**config.mk**
```make
export PLATFORM = sky130hd
export DESIGN_NAME = chunked_add_sub_flat
export DESIGN_NICKNAME = d
export VERILOG_FILES = /design/src/rtl/chunked_add_sub_if.sv /design/src/rtl/chunked_add_sub.sv /design/src/flat_wrapper.sv
export SDC_FILE = /design/constraint.sdc
export NUM_CORES = 1
export LEC_CHECK = 0
export CAP_MARGIN = 10
export CORE_UTILIZATION = 48
export DETAILED_ROUTE_END_ITERATION = 6
export PLACE_DENSITY = 0.76
export SLEW_MARGIN = 40
export SYNTH_ARGS = -nofsm -noshare
export SYNTH_HDL_FRONTEND = slang
export SYNTH_SLANG_ARGS = --single-unit
```
**constraint.sdc**
```tcl
create_clock -name clk -period 4.5 [get_ports clk]
set_clock_uncertainty 0.2 [all_clocks]
set_input_delay 0.9 -clock clk [delete_from_list [all_inputs] [get_ports clk]]
set_output_delay 0.9 -clock clk [all_outputs]
set_load 0.1 [all_outputs]
```
**src/rtl/chunked_add_sub_if.sv**
```systemverilog
// Handshake bundle for the chunked adder/subtractor: operand request on the
// input side, result plus carry/overflow flags on the output side.
interface chunked_add_sub_if #(
   parameter int PA_DATA_WIDTH = 32
);
   logic                     in_valid;
   logic                     in_ready;
   logic [PA_DATA_WIDTH-1:0] in_a;
   logic [PA_DATA_WIDTH-1:0] in_b;
   logic                     carry_in;
   logic                     sub_mode;
   logic                     out_valid;
   logic                     out_ready;
   logic [PA_DATA_WIDTH-1:0] sum_out;
   logic                     carry_out;
   logic                     overflow_out;

   modport master (
      output in_valid, in_a, in_b, carry_in, sub_mode, out_ready,
      input  in_ready, out_valid, sum_out, carry_out, overflow_out
   );

   modport slave (
      input  in_valid, in_a, in_b, carry_in, sub_mode, out_ready,
      output in_ready, out_valid, sum_out, carry_out, overflow_out
   );
endinterface

```
**src/rtl/chunked_add_sub.sv**
```systemverilog
// Multi-cycle add/subtract: one PA_CHUNK_WIDTH slice per cycle, LSB first,
// with the carry chained through a register between slices.
module chunked_add_sub #(
   parameter int PA_DATA_WIDTH  = 32,
   parameter int PA_CHUNK_WIDTH = 8
) (
   input logic              clk,
   input logic              rst,
   chunked_add_sub_if.slave bus
);
   localparam int NUM_CHUNKS = PA_DATA_WIDTH / PA_CHUNK_WIDTH;
   localparam int IDX_W      = (NUM_CHUNKS > 1) ? $clog2(NUM_CHUNKS) : 1;
   localparam int BASE_W     = (PA_DATA_WIDTH > 1) ? $clog2(PA_DATA_WIDTH) : 1;
   localparam int MSB        = PA_DATA_WIDTH - 1;
   localparam logic [IDX_W-1:0] LAST_IDX = IDX_W'(NUM_CHUNKS - 1);

   typedef enum logic [1:0] {
      S_IDLE,
      S_CALC,
      S_DONE
   } state_t;

   state_t                   r_state;
   logic [IDX_W-1:0]         r_idx;
   logic [PA_DATA_WIDTH-1:0] r_a;
   logic [PA_DATA_WIDTH-1:0] r_b;
   logic [PA_DATA_WIDTH-1:0] r_acc;
   logic                     r_carry;
   logic                     r_in_ready;
   logic                     r_out_valid;
   logic [PA_DATA_WIDTH-1:0] r_sum;
   logic                     r_carry_out;
   logic                     r_overflow;

   logic [BASE_W-1:0]         w_base;
   logic [PA_CHUNK_WIDTH-1:0] w_a_chunk;
   logic [PA_CHUNK_WIDTH-1:0] w_b_chunk;
   logic [PA_CHUNK_WIDTH-1:0] w_s;
   logic                      w_c;
   logic [PA_DATA_WIDTH-1:0]  w_acc_next;

   assign w_base    = BASE_W'(32'(r_idx) * 32'(PA_CHUNK_WIDTH));
   assign w_a_chunk = r_a[w_base +: PA_CHUNK_WIDTH];
   assign w_b_chunk = r_b[w_base +: PA_CHUNK_WIDTH];

   // Operand B is stored already inverted for subtraction, so one adder serves both modes.
   assign {w_c, w_s} = {1'b0, w_a_chunk} + {1'b0, w_b_chunk}
                     + {{PA_CHUNK_WIDTH{1'b0}}, r_carry};

   always_comb begin
      w_acc_next = r_acc;
      w_acc_next[w_base +: PA_CHUNK_WIDTH] = w_s;
   end

   always_ff @(posedge clk or posedge rst) begin
      if (rst) begin
         r_state     <= S_IDLE;
         r_idx       <= '0;
         r_a         <= '0;
         r_b         <= '0;
         r_acc       <= '0;
         r_carry     <= 1'b0;
         r_in_ready  <= 1'b1;
         r_out_valid <= 1'b0;
         r_sum       <= '0;
         r_carry_out <= 1'b0;
         r_overflow  <= 1'b0;
      end else begin
         case (r_state)
            S_IDLE: begin
               if (bus.in_valid && r_in_ready) begin
                  r_a        <= bus.in_a;
                  r_b        <= bus.sub_mode ? ~bus.in_b : bus.in_b;
                  r_carry    <= bus.carry_in ^ bus.sub_mode;
                  r_acc      <= '0;
                  r_idx      <= '0;
                  r_in_ready <= 1'b0;
                  r_state    <= S_CALC;
               end
            end
            S_CALC: begin
               r_acc   <= w_acc_next;
               r_carry <= w_c;
               if (r_idx == LAST_IDX) begin
                  r_sum       <= w_acc_next;
                  r_carry_out <= w_c;
                  r_overflow  <= (r_a[MSB] == r_b[MSB]) && (w_acc_next[MSB] != r_a[MSB]);
                  r_out_valid <= 1'b1;
                  r_idx       <= '0;
                  r_state     <= S_DONE;
               end else begin
                  r_idx <= r_idx + IDX_W'(1);
               end
            end
            S_DONE: begin
               if (bus.out_ready) begin
                  r_out_valid <= 1'b0;
                  r_in_ready  <= 1'b1;
                  r_state     <= S_IDLE;
               end
            end
            default: begin
               r_state    <= S_IDLE;
               r_in_ready <= 1'b1;
            end
         endcase
      end
   end

   assign bus.in_ready     = r_in_ready;
   assign bus.out_valid    = r_out_valid;
   assign bus.sum_out      = r_sum;
   assign bus.carry_out    = r_carry_out;
   assign bus.overflow_out = r_overflow;
endmodule

```
**src/flat_wrapper.sv**
```systemverilog
// flat-port wrapper written by rule: the top's interface ports become plain ports
module chunked_add_sub_flat 
#(
   parameter int PA_DATA_WIDTH  = 32,
   parameter int PA_CHUNK_WIDTH = 8
)
  (clk, rst, bus_in_valid, bus_in_a, bus_in_b, bus_carry_in, bus_sub_mode, bus_out_ready, bus_in_ready, bus_out_valid, bus_sum_out, bus_carry_out, bus_overflow_out);
  chunked_add_sub_if #(.PA_DATA_WIDTH(PA_DATA_WIDTH)) bus_i ();
  input logic clk;
  input logic rst;
  input wire logic [$bits(bus_i.in_valid)-1:0] bus_in_valid;
  input wire logic [$bits(bus_i.in_a)-1:0] bus_in_a;
  input wire logic [$bits(bus_i.in_b)-1:0] bus_in_b;
  input wire logic [$bits(bus_i.carry_in)-1:0] bus_carry_in;
  input wire logic [$bits(bus_i.sub_mode)-1:0] bus_sub_mode;
  input wire logic [$bits(bus_i.out_ready)-1:0] bus_out_ready;
  output wire logic [$bits(bus_i.in_ready)-1:0] bus_in_ready;
  output wire logic [$bits(bus_i.out_valid)-1:0] bus_out_valid;
  output wire logic [$bits(bus_i.sum_out)-1:0] bus_sum_out;
  output wire logic [$bits(bus_i.carry_out)-1:0] bus_carry_out;
  output wire logic [$bits(bus_i.overflow_out)-1:0] bus_overflow_out;
  assign bus_i.in_valid = bus_in_valid;
  assign bus_i.in_a = bus_in_a;
  assign bus_i.in_b = bus_in_b;
  assign bus_i.carry_in = bus_carry_in;
  assign bus_i.sub_mode = bus_sub_mode;
  assign bus_i.out_ready = bus_out_ready;
  assign bus_in_ready = bus_i.in_ready;
  assign bus_out_valid = bus_i.out_valid;
  assign bus_sum_out = bus_i.sum_out;
  assign bus_carry_out = bus_i.carry_out;
  assign bus_overflow_out = bus_i.overflow_out;
  chunked_add_sub #(.PA_DATA_WIDTH(PA_DATA_WIDTH), .PA_CHUNK_WIDTH(PA_CHUNK_WIDTH)) u_core (.clk(clk), .rst(rst), .bus(bus_i));
endmodule
```
==> results of run 1 <==
==> kinds of logic after synthesis <==
kind of cell,Yosys count
DFF,137
AOI/OAI and AO/OA,134
adders and majority gates,15
and+or+nand+nor,123
buffers and inverters,43
muxes,50
xor gates and xnor gates,37
==> flip-flops by register name, summed over array words and instances, names as in the netlist <==
register / cells
u_core.bus.carry_out: 1
u_core.bus.in_ready: 1
u_core.bus.out_valid: 1
u_core.bus.overflow_out: 1
u_core.bus.sum_out: 32
u_core.r_a: 32
u_core.r_acc: 32
u_core.r_b: 32
u_core.r_carry: 1
u_core.r_idx: 2
u_core.r_state: 2
==> layout by cell type (no fill, tap or decap), types with 2 or more instances in the layout <==
master / count
nor3_2: 2
dfrtp_1: 136
a32oi_1: 4
clkbuf_16: 17
xnor2_1: 33
mux2_2: 32
nor2_1: 92
nand2_1: 12
clkinv_2: 8
mux4_2: 16
and2_1: 7
o21ai_0: 9
a21oi_1: 46
clkdlybuf4s50_1: 68
a221oi_1: 28
ha_1: 13
clkinv_1: 2
nor3_1: 3
a22o_1: 28
o31ai_1: 3
and3_1: 2
mux2i_1: 2
fa_1: 2
a21o_1: 3
a22o_2: 4
clkbuf_8: 3
xor2_1: 2
buf_2: 36
bufinv_16: 2
inv_1: 6
buf_4: 9
==> how the worst max path moves through the flow <==
stage / slack, ns / endpoint
2_1_floorplan: 0.86 / u_core.bus.sum_out[22]
3_3_place_gp: 1.02 / u_core.bus.sum_out[22]
3_5_place_dp: 0.97 / u_core.bus.sum_out[14]
4_1_cts: 0.95 / u_core.bus.sum_out[14]
5_1_grt: 0.73 / u_core.bus.sum_out[22]
6_report: 0.88 / u_core.bus.sum_out[6]
==> worst max-delay path, stage by stage (launching register included) <==
cell and delay, ns:
dfrtp_1 0.43, mux4_2 0.55, fa_1 0.47, fa_1 0.45, a21o_1 0.21, a2111o_1 0.48
a221oi_4 0.49, a221oi_1 0.16, nor2_1 0.12
==> cell type report <==
| class | count | share of cell area |
|---|---|---|
| Timing Repair Buffer | 114 | 0.118 |
| Clock inverter | 10 | 0.0125 |
| Sequential cell | 137 | 0.427 |
| Inverter | 9 | 0.00468 |
| Tap cell | 172 | 0.0268 |
| Clock buffer | 21 | 0.0586 |
| Multi-Input combinational cell | 359 | 0.352 |
==> cells in the mapped netlist, types with 3 or more instances <==
master	number	area [um^2]
a22o_1	28	245
xor2_1	3	26.3
mux2_2	32	360
buf_1	6	22.5
a221oi_1	28	245
a21o_1	3	22.5
nand2_1	12	45.0
xnor2_1	34	298
dfrtp_1	136	3400
ha_1	13	163
a32oi_1	4	35.0
buf_2	13	65.1
mux4_2	16	360
nor2_1	92	345
o31ai_1	3	22.5
nor3_1	3	15.0
a22o_2	4	40.0
clkbuf_1	14	52.6
and2_1	7	43.8
inv_1	7	26.3
a21oi_1	46	230
o21ai_0	9	45.0
==> stage by stage <==
step / setup WS (ns) / util / instances / instance area, um^2 / hold slack (ns)
2_1_floorplan: 0.861 / - / 539 / 6410 / 0.266
3_3_place_gp: 1.02 / 0.594 / 791 / 7610 / 0.264
3_5_place_dp: 0.968 / 0.580 / 791 / 7440 / 0.277
4_1_cts: 0.945 / 0.625 / 822 / 8010 / 0.289
5_1_grt: 0.733 / 0.626 / 822 / 8020 / 0.310
6_report: 0.884 / 0.626 / 822 / 8020 / 0.282
==> metal layers <==
layer  wire length (um)  vias to the layer above  part of all wire  GRT usage
li1                   -                     2161                 -          -
met1               6060                     2299              0.41      0.288
met2               7160                      180              0.49      0.362
met3                771                       35             0.053     0.0547
met4                635                        0             0.043      0.129
met5                  0                        -                 0          0
==> qor.txt, run 1 <==
run status -> complete, no violations
worst reg-to-reg path cell count -> 8
Arr. time, crit path -> 3.77 ns
final hold violations -> 0
# H-tree levels -> 4
max-cap violations -> 0
Synth Register Bits -> 137
die span in x -> 118 um
# rows -> 41
Fill cells -> 1,004
post-cts gate resize count -> 0
Critical Path End Type -> flip-flop
Synth Area in Adders -> 0.0317
syn_nets -> 624
clock root buffer master -> clkbuf_16
Tightest Pin Transition -> 0.780 ns
Fmax -> 277 MHz
vias in the first global route -> 4,807
detailed-route wire length -> 14,600 um
top_reg_cell synth -> dfrtp_1
port bufs -> 105
vias per cell -> 5.69
Post-Synth Simple-Gate Area -> 0.0846
Initial Util -> 0.499
Post-synth EDFFs -> 0
CP required -> 4.65 ns
first-pass GRT wire length -> 24,500 um
CTS clock-pin slew for the worst setup and hold paths -> 0.06 ns
Hold EP -> u_core.bus.sum_out[15]
initial antenna violation count -> 0
DP HPWL -> 10,100 um
RSZ-0062 raised after global routing -> false
Synth cell types -> 43
IO Pins -> 106
routed vias -> 4,675
Reg-to-Reg Start -> u_core.r_idx[0]
register-to-register setup slack -> 0.88 ns
Multi-input gate area -> 2820 um^2
Fin Setup TNS -> 0 ns
largest family of logic cells by synthesized area -> compound AO/OA/AOI/OAI gates
fraction of layout instances using a drive strength above 1 -> 0.217
Post-Synth XOR/XNOR Area -> 0.0506
asr flop ratio synth -> 1.00
Seq/Total Area, Yosys -> 0.536
relative slew slack -> 0.478
CTS tree -> done
largest net degree at the start of global routing -> 138
DRC viols -> 0
drt pass-1 iters -> 5
Skew-Pair Late Insertion Delay -> 0.42 ns
clock buffer count from CTS -> 17
CP startpoint kind -> flip-flop
GR Overflow Total -> 0
total track usage -> 0.228
Max Slew Vio Count -> 0
Mapped Area -> 6400 um^2
clock sinks -> 137
post-synthesis mux area share -> 0.116
CP startpoint -> u_core.r_idx[0]
post-DR wirelength/cell -> 17.8 um
Area Growth Syn to Fin -> 25.3%
CTS Buffer Depth -> 2
Final Critical Period -> 3.62 ns
Hold Crit Start -> u_core.bus.sum_out[15]
Die Y -> 118 um
setup bufs post-CTS -> 0
Core Area -> 12,800 um^2
Post-CTS Hold Buffers -> 0
Setup-failing EPs final -> 0
Initial DRC Count -> 306
fin nets -> 723
RD Place Congestion -> 0.814
syn avg cell area -> 11.9 um^2
Hold Path Depth -> 2
RR Endpoint -> u_core.bus.sum_out[6]
fin crit share -> 0.803
crit path kind -> flip-flop to flip-flop
Synthesis Warnings -> 0
diode count -> 0
hold crit path type -> flip-flop to flip-flop
Crit Path Max Fanout -> 8
die footprint -> 13,800 um^2
post-synthesis compound-gate area fraction -> 0.153
register area -> 3430 um^2
Syn Inst Count -> 539
Routed Antenna Nets -> 0
Power of run 1 is left out: the tool's default activity adds up to more than one toggle a clock period on the data nets, which glitch-free logic cannot reach.
==> inputs of run 2 (changes only) <==
--- a/config.mk
+++ b/config.mk
@@ -6,9 +6,9 @@
 export NUM_CORES = 1
 export LEC_CHECK = 0
 export CAP_MARGIN = 10
-export CORE_UTILIZATION = 48
+export CORE_UTILIZATION = 51
 export DETAILED_ROUTE_END_ITERATION = 6
-export PLACE_DENSITY = 0.76
+export PLACE_DENSITY = 0.77
 export SLEW_MARGIN = 40
 export SYNTH_ARGS = -nofsm -noshare
 export SYNTH_HDL_FRONTEND = slang
==> constraint.sdc (replaced) <==
create_clock -name clk -period 3.6 [get_ports clk]
set_clock_uncertainty 0.2 [all_clocks]
set_input_delay 0.72 -clock clk [delete_from_list [all_inputs] [get_ports clk]]
set_output_delay 0.72 -clock clk [all_outputs]
set_load 0.1 [all_outputs]
==> qor.txt, run 2 (synthesis results as in run 1) <==
diode count -> 0
final core utilization -> 0.684
post-DR wirelength/cell -> 18.2 um
Final Critical Period -> 3.43 ns
CTS Buffer Depth -> 2
fin nets -> 730
detailed-route wire length -> 15,000 um
pre-CTS setup slack -> -0.0131 ns
largest net degree at the start of global routing -> 80
final hold violations -> 0
die span in x -> 114 um
sequence of cells on the critical path -> mux4_2 > fa_2 > fa_2 > a21o_1 > a2111o_1 > a221oi_4 > buf_12 > a221oi_1 > nor2_1
Core Area -> 12,100 um^2
RD Place Congestion -> 0.890
Worst path slowest cell -> mux4_2
hold crit path type -> flip-flop to flip-flop
total track usage -> 0.251
Skew-Pair Late Insertion Delay -> 0.42 ns
Placed Instances -> 793
Initial Util -> 0.529
relative slew slack -> 0.508
crit path kind -> flip-flop to flip-flop
Critical Path End Type -> flip-flop
RSZ-0062 raised after global routing -> true
die footprint -> 13,000 um^2
clock root buffer master -> clkbuf_16
Die Y -> 114 um
initial antenna violation count -> 0
vias per cell -> 5.66
CP startpoint kind -> flip-flop
Most common cell on crit path -> fa_2
vias in the first global route -> 4,628
run status -> complete, no violations
clock sinks -> 137
Setup-failing EPs final -> 0
fraction of layout instances using a drive strength above 1 -> 0.227
clock buffer count from CTS -> 17
Crit Path Max Fanout -> 8
CP required -> 3.75 ns
DRC viols -> 0
Area Growth Syn to Fin -> 29.4%
most frequent cells in the layout -> dfrtp_1 (135), nor2_1 (92), clkdlybuf4s50_1 (68)
drt pass-1 iters -> 5
CTS clock-pin slew for the worst setup and hold paths -> 0.06 ns
Tightest Pin Transition -> 0.736 ns
Initial DRC Count -> 313
final std cells w/o fill -> 824
commonest non-fill, non-tap cell in the layout -> dfrtp_1
critical path's top delay family -> compound AO/OA/AOI/OAI gates
CP max stage delay -> 0.54 ns
fin crit share -> 0.954
Arr. time, crit path -> 3.58 ns
Fmax -> 291 MHz
# H-tree levels -> 4
IO Pins -> 106
DP HPWL -> 10,400 um
CTS tree -> done
Routed Antenna Nets -> 0
port bufs -> 105
routed vias -> 4,666
worst setup margin -> 0.167 ns
# rows -> 40
first-pass GRT wire length -> 24,400 um
GR Overflow Total -> 0
Max Slew Vio Count -> 0
critical path buffer and inverter count -> 1
max-cap violations -> 0
==> run 2: changes by cell type in the layout (fill, tap and decap cells not counted), sizes merged <==
cell,change
buf,+7
clkinv,-5
clkbuf,-3
clkinvlp,+3
bufinv,+4
==> run 2: through the flow <==
stage / hold slack (ns) / TNS (ns) / instance area [um^2]
6_report: 0.291 / 0 / 8290
5_1_grt: 0.294 / -0.00205 / 8290
4_1_cts: 0.294 / 0 / 8280
3_5_place_dp: 0.280 / -0.0131 / 7600
3_3_place_gp: 0.265 / 0 / 7590
2_1_floorplan: 0.266 / 0 / 6410
==> run 2: cell type report <==
cell class	instances	area, um^2
Fill cell	896	3820
Inverter	9	37.5
Timing Repair Buffer	121	1130
Multi-Input combinational cell	359	2820
Clock buffer	18	429
Sequential cell	137	3430
Tap cell	168	210
Clock inverter	12	225
==> run 2: routing by layer <==
| layer | vias up | routed length [um] | track usage |
|---|---|---|---|
| met1 | 2321 | 6220 | 0.318 |
| met5 | - | 0 | 0 |
| met4 | 0 | 277 | 0.0848 |
| met3 | 21 | 731 | 0.0561 |
| li1 | 2161 | - | - |
| met2 | 163 | 7750 | 0.426 |
==> run 2: worst paths after layout <==
| check | from | cells after the start | slack [ns] | endpoint |
|---|---|---|---|---|
| hold / removal | u_core.bus.sum_out[23] | 2 | 0.29 | u_core.bus.sum_out[23] |
| setup reg to reg | u_core.r_idx[0] | 9 | 0.17 | u_core.bus.sum_out[30] |
| max in group asynchronous | rst | 3 | 1.87 | u_core.r_b[2] |
| hold reg to reg | u_core.bus.sum_out[23] | 2 | 0.29 | u_core.bus.sum_out[23] |
| min in group asynchronous | rst | 2 | 0.57 | u_core.r_acc[17] |
| setup / recovery | u_core.r_idx[0] | 9 | 0.17 | u_core.bus.sum_out[30] |
==> run 2: what timing repair did <==
item | CTS | global route
buffers inserted | 1 | 0
endpoints found under the setup margin | 6 | 24
gates resized for setup | 0 | 4
hold buffers | 0 | 0
pin swaps | 1 | 0
==> run 2: worst min-delay path: cells and delay by family, from the launching register on <==
family	cells	cell delay, ns
simple gates	1	0.05
compound gates	1	0.06
flops	1	0.35
Power of run 2 is left out for the same reason.
==> inputs of run 3 (changes only) <==
--- a/config.mk
+++ b/config.mk
@@ -5,10 +5,11 @@
 export SDC_FILE = /design/constraint.sdc
 export NUM_CORES = 1
 export LEC_CHECK = 0
+export ABC_AREA = 1
 export CAP_MARGIN = 10
 export CORE_UTILIZATION = 51
 export DETAILED_ROUTE_END_ITERATION = 6
-export PLACE_DENSITY = 0.77
+export PLACE_DENSITY = 0.76
 export SLEW_MARGIN = 40
 export SYNTH_ARGS = -nofsm -noshare
 export SYNTH_HDL_FRONTEND = slang
==> qor.txt, run 3 <==
run status -> complete, no violations
register area -> 3430 um^2
worst setup margin -> 0.469 ns
diode count -> 0
fin nets -> 1,007
most frequent cells in the layout -> nand2_1 (338), dfrtp_1 (136), o21ai_0 (82)
CP required -> 3.77 ns
relative slew slack -> 0.541
Placed Instances -> 1,075
register-to-register setup slack -> 0.47 ns
CP startpoint -> u_core.r_idx[0]
commonest non-fill, non-tap cell in the layout -> nand2_1
worst reg-to-reg path cell count -> 14
GR Overflow Total -> 0
initial antenna violation count -> 0
IO Pins -> 106
clock root buffer master -> clkbuf_16
Skew-Pair Late Insertion Delay -> 0.44 ns
final std cells w/o fill -> 1,107
# H-tree levels -> 4
Core Area -> 12,800 um^2
routed vias -> 5,698
post-synth top area share -> 0.504
maximum vdd drop -> 0.000477 V
post-DR wirelength/cell -> 14.4 um
Synth cell types -> 36
DP HPWL -> 11,100 um
DRC viols -> 0
final hold violations -> 0
Hold Path Depth -> 2
RD Place Congestion -> 0.900
detailed-route wire length -> 16,000 um
CTS tree -> done
die span in x -> 117 um
max-cap violations -> 0
sequence of cells on the critical path -> buf_4 > o21ai_0 > o22ai_1 > fa_1 > fa_1 > nand4_1 > nand3_1 > nand2_1 > nand2_1 > nor2_1 > nand3_1 > nand2_1 > nand2_1 > nand2_1
Post-synth EDFFs -> 0
Mapped Area -> 6760 um^2
Initial Util -> 0.529
Arr. time, crit path -> 3.31 ns
Leak Pwr -> 0.00418 uW
clock buffer count from CTS -> 17
port bufs -> 105
Synth area leaders -> dfrtp_1 (50%), nand2_1 (19%), o21ai_0 (6.1%), xnor2_1 (4.5%), o22ai_1 (2.6%)
area leader, netlist -> dfrtp_1
Die Y -> 117 um
crit path kind -> flip-flop to flip-flop
Hold Crit Start -> u_core.r_a[15]
top_reg_cell synth -> dfrtp_1
count leader, synth -> nand2_1
pre-CTS setup slack -> 0.528 ns
Final Power -> 9430 uW
pwr/cell area -> 1110 nW/um^2
Tightest Pin Transition -> 0.688 ns
Final Critical Period -> 3.13 ns
Initial DRC Count -> 450
Setup-failing EPs final -> 0
Critical Path End Type -> flip-flop
Post-CTS Hold Buffers -> 0
Hold EP -> u_core.r_a[15]
Max Slew Vio Count -> 0
RR Endpoint -> u_core.r_acc[14]
critical path buffer and inverter count -> 1
vias per cell -> 5.15
asr flop ratio synth -> 1.00
syn_nets -> 912
CP startpoint kind -> flip-flop
fin crit share -> 0.870
clock sinks -> 137
total track usage -> 0.258
critical path's top delay family -> simple AND/OR/NAND/NOR gates
setup bufs post-CTS -> 0
synth cell count leaders -> nand2_1 (338), dfrtp_1 (136), o21ai_0 (82), nor2_1 (41), inv_1 (40)
first-pass GRT wire length -> 26,500 um
die footprint -> 13,700 um^2
Synth Register Bits -> 137
vias in the first global route -> 5,421
Area Growth Syn to Fin -> 25.4%
Reg-to-Reg Start -> u_core.r_idx[0]
CP max stage delay -> 0.45 ns
Fin Setup TNS -> 0 ns
syn avg cell area -> 8.17 um^2
Seq/Total Area, Yosys -> 0.508
CTS clock-pin slew for the worst setup and hold paths -> 0.06 ns
Most common cell on crit path -> nand2_1
Synthesis Warnings -> 0
Syn Inst Count -> 827
fraction of layout instances using a drive strength above 1 -> 0.123
Crit Path Max Fanout -> 45
Fill cells -> 1,084
CTS Buffer Depth -> 2
drt pass-1 iters -> 5
Routed Antenna Nets -> 0
post-cts gate resize count -> 0
largest net degree at the start of global routing -> 99
Fmax -> 319 MHz
# rows -> 41
hold crit path type -> flip-flop to flip-flop
Worst path slowest cell -> fa_1
RSZ-0062 raised after global routing -> false
Multi-input gate area -> 2940 um^2
## run 3: cell count changes in the layout (fill, tap and decap cells not counted), sizes merged, moves of 42 or more
cell   delta
nand2   +331
inv      +42
o21ai    +90
nor2     -43
a21oi    -42
## run 3: kinds of logic (layout without fill, tap and decap cells)
| logic type | count (synthesis) | count (layout) | synth area share |
|---|---|---|---|
| and+or+nand+nor | 413 | 413 | 0.245 |
| DFF | 137 | 137 | 0.508 |
| AOI/OAI and AO/OA | 136 | 136 | 0.112 |
| buffers and inverters | 89 | 197 | 0.0567 |
| xor gates and xnor gates | 37 | 37 | 0.0491 |
| adders and majority gates | 15 | 15 | 0.0300 |
## run 3: how the worst max path moves through the flow
stage                              to  slack [ns]  cells past startpoint
2_1_floorplan        u_core.r_acc[20]        0.69                     16
3_3_place_gp   u_core.bus.sum_out[14]        0.59                     14
3_5_place_dp         u_core.r_acc[14]        0.53                     14
4_1_cts              u_core.r_acc[14]        0.51                     14
5_1_grt        u_core.bus.sum_out[14]        0.22                     14
6_report             u_core.r_acc[14]        0.47                     14
## run 3: routing by layer
| layer | GRT usage | share of wire | wire length (um) |
|---|---|---|---|
| met3 | 0.0510 | 0.050 | 807 |
| met4 | 0.106 | 0.021 | 340 |
| met1 | 0.338 | 0.45 | 7120 |
| met5 | 0 | 0 | 0 |
| met2 | 0.422 | 0.48 | 7720 |
## run 3: cell type report
cell class / instances / area share
well taps: 172 / 0.0254
inverters: 48 / 0.0217
flip-flops and latches: 137 / 0.405
clock inverters: 15 / 0.0236
clock buffers: 17 / 0.0502
multi-input cells: 601 / 0.347
repair buffers: 117 / 0.127
## run 3: stage by stage
step,hold WS [ns],instance area [um^2],util
after floorplan,0.244,6760,-
after global placement,0.258,7840,0.614
after detailed placement,0.261,7840,0.614
after CTS,0.278,8470,0.663
after global routing,0.290,8470,0.663
final,0.277,8470,0.663
## run 3: worst min-delay path, cell delays in order (launching register included)
cell and delay, ns:
dfrtp_1 0.34, nand2_1 0.05, nand2_1 0.05
## run 3: where the power goes
part,internal [uW],total [uW],switching (uW)
clock,1160,1850,696
combinational,1470,5040,3570
sequential,2170,2540,369
total,4800,9430,4640
Note: power is estimated with default switching activity, not from simulation.
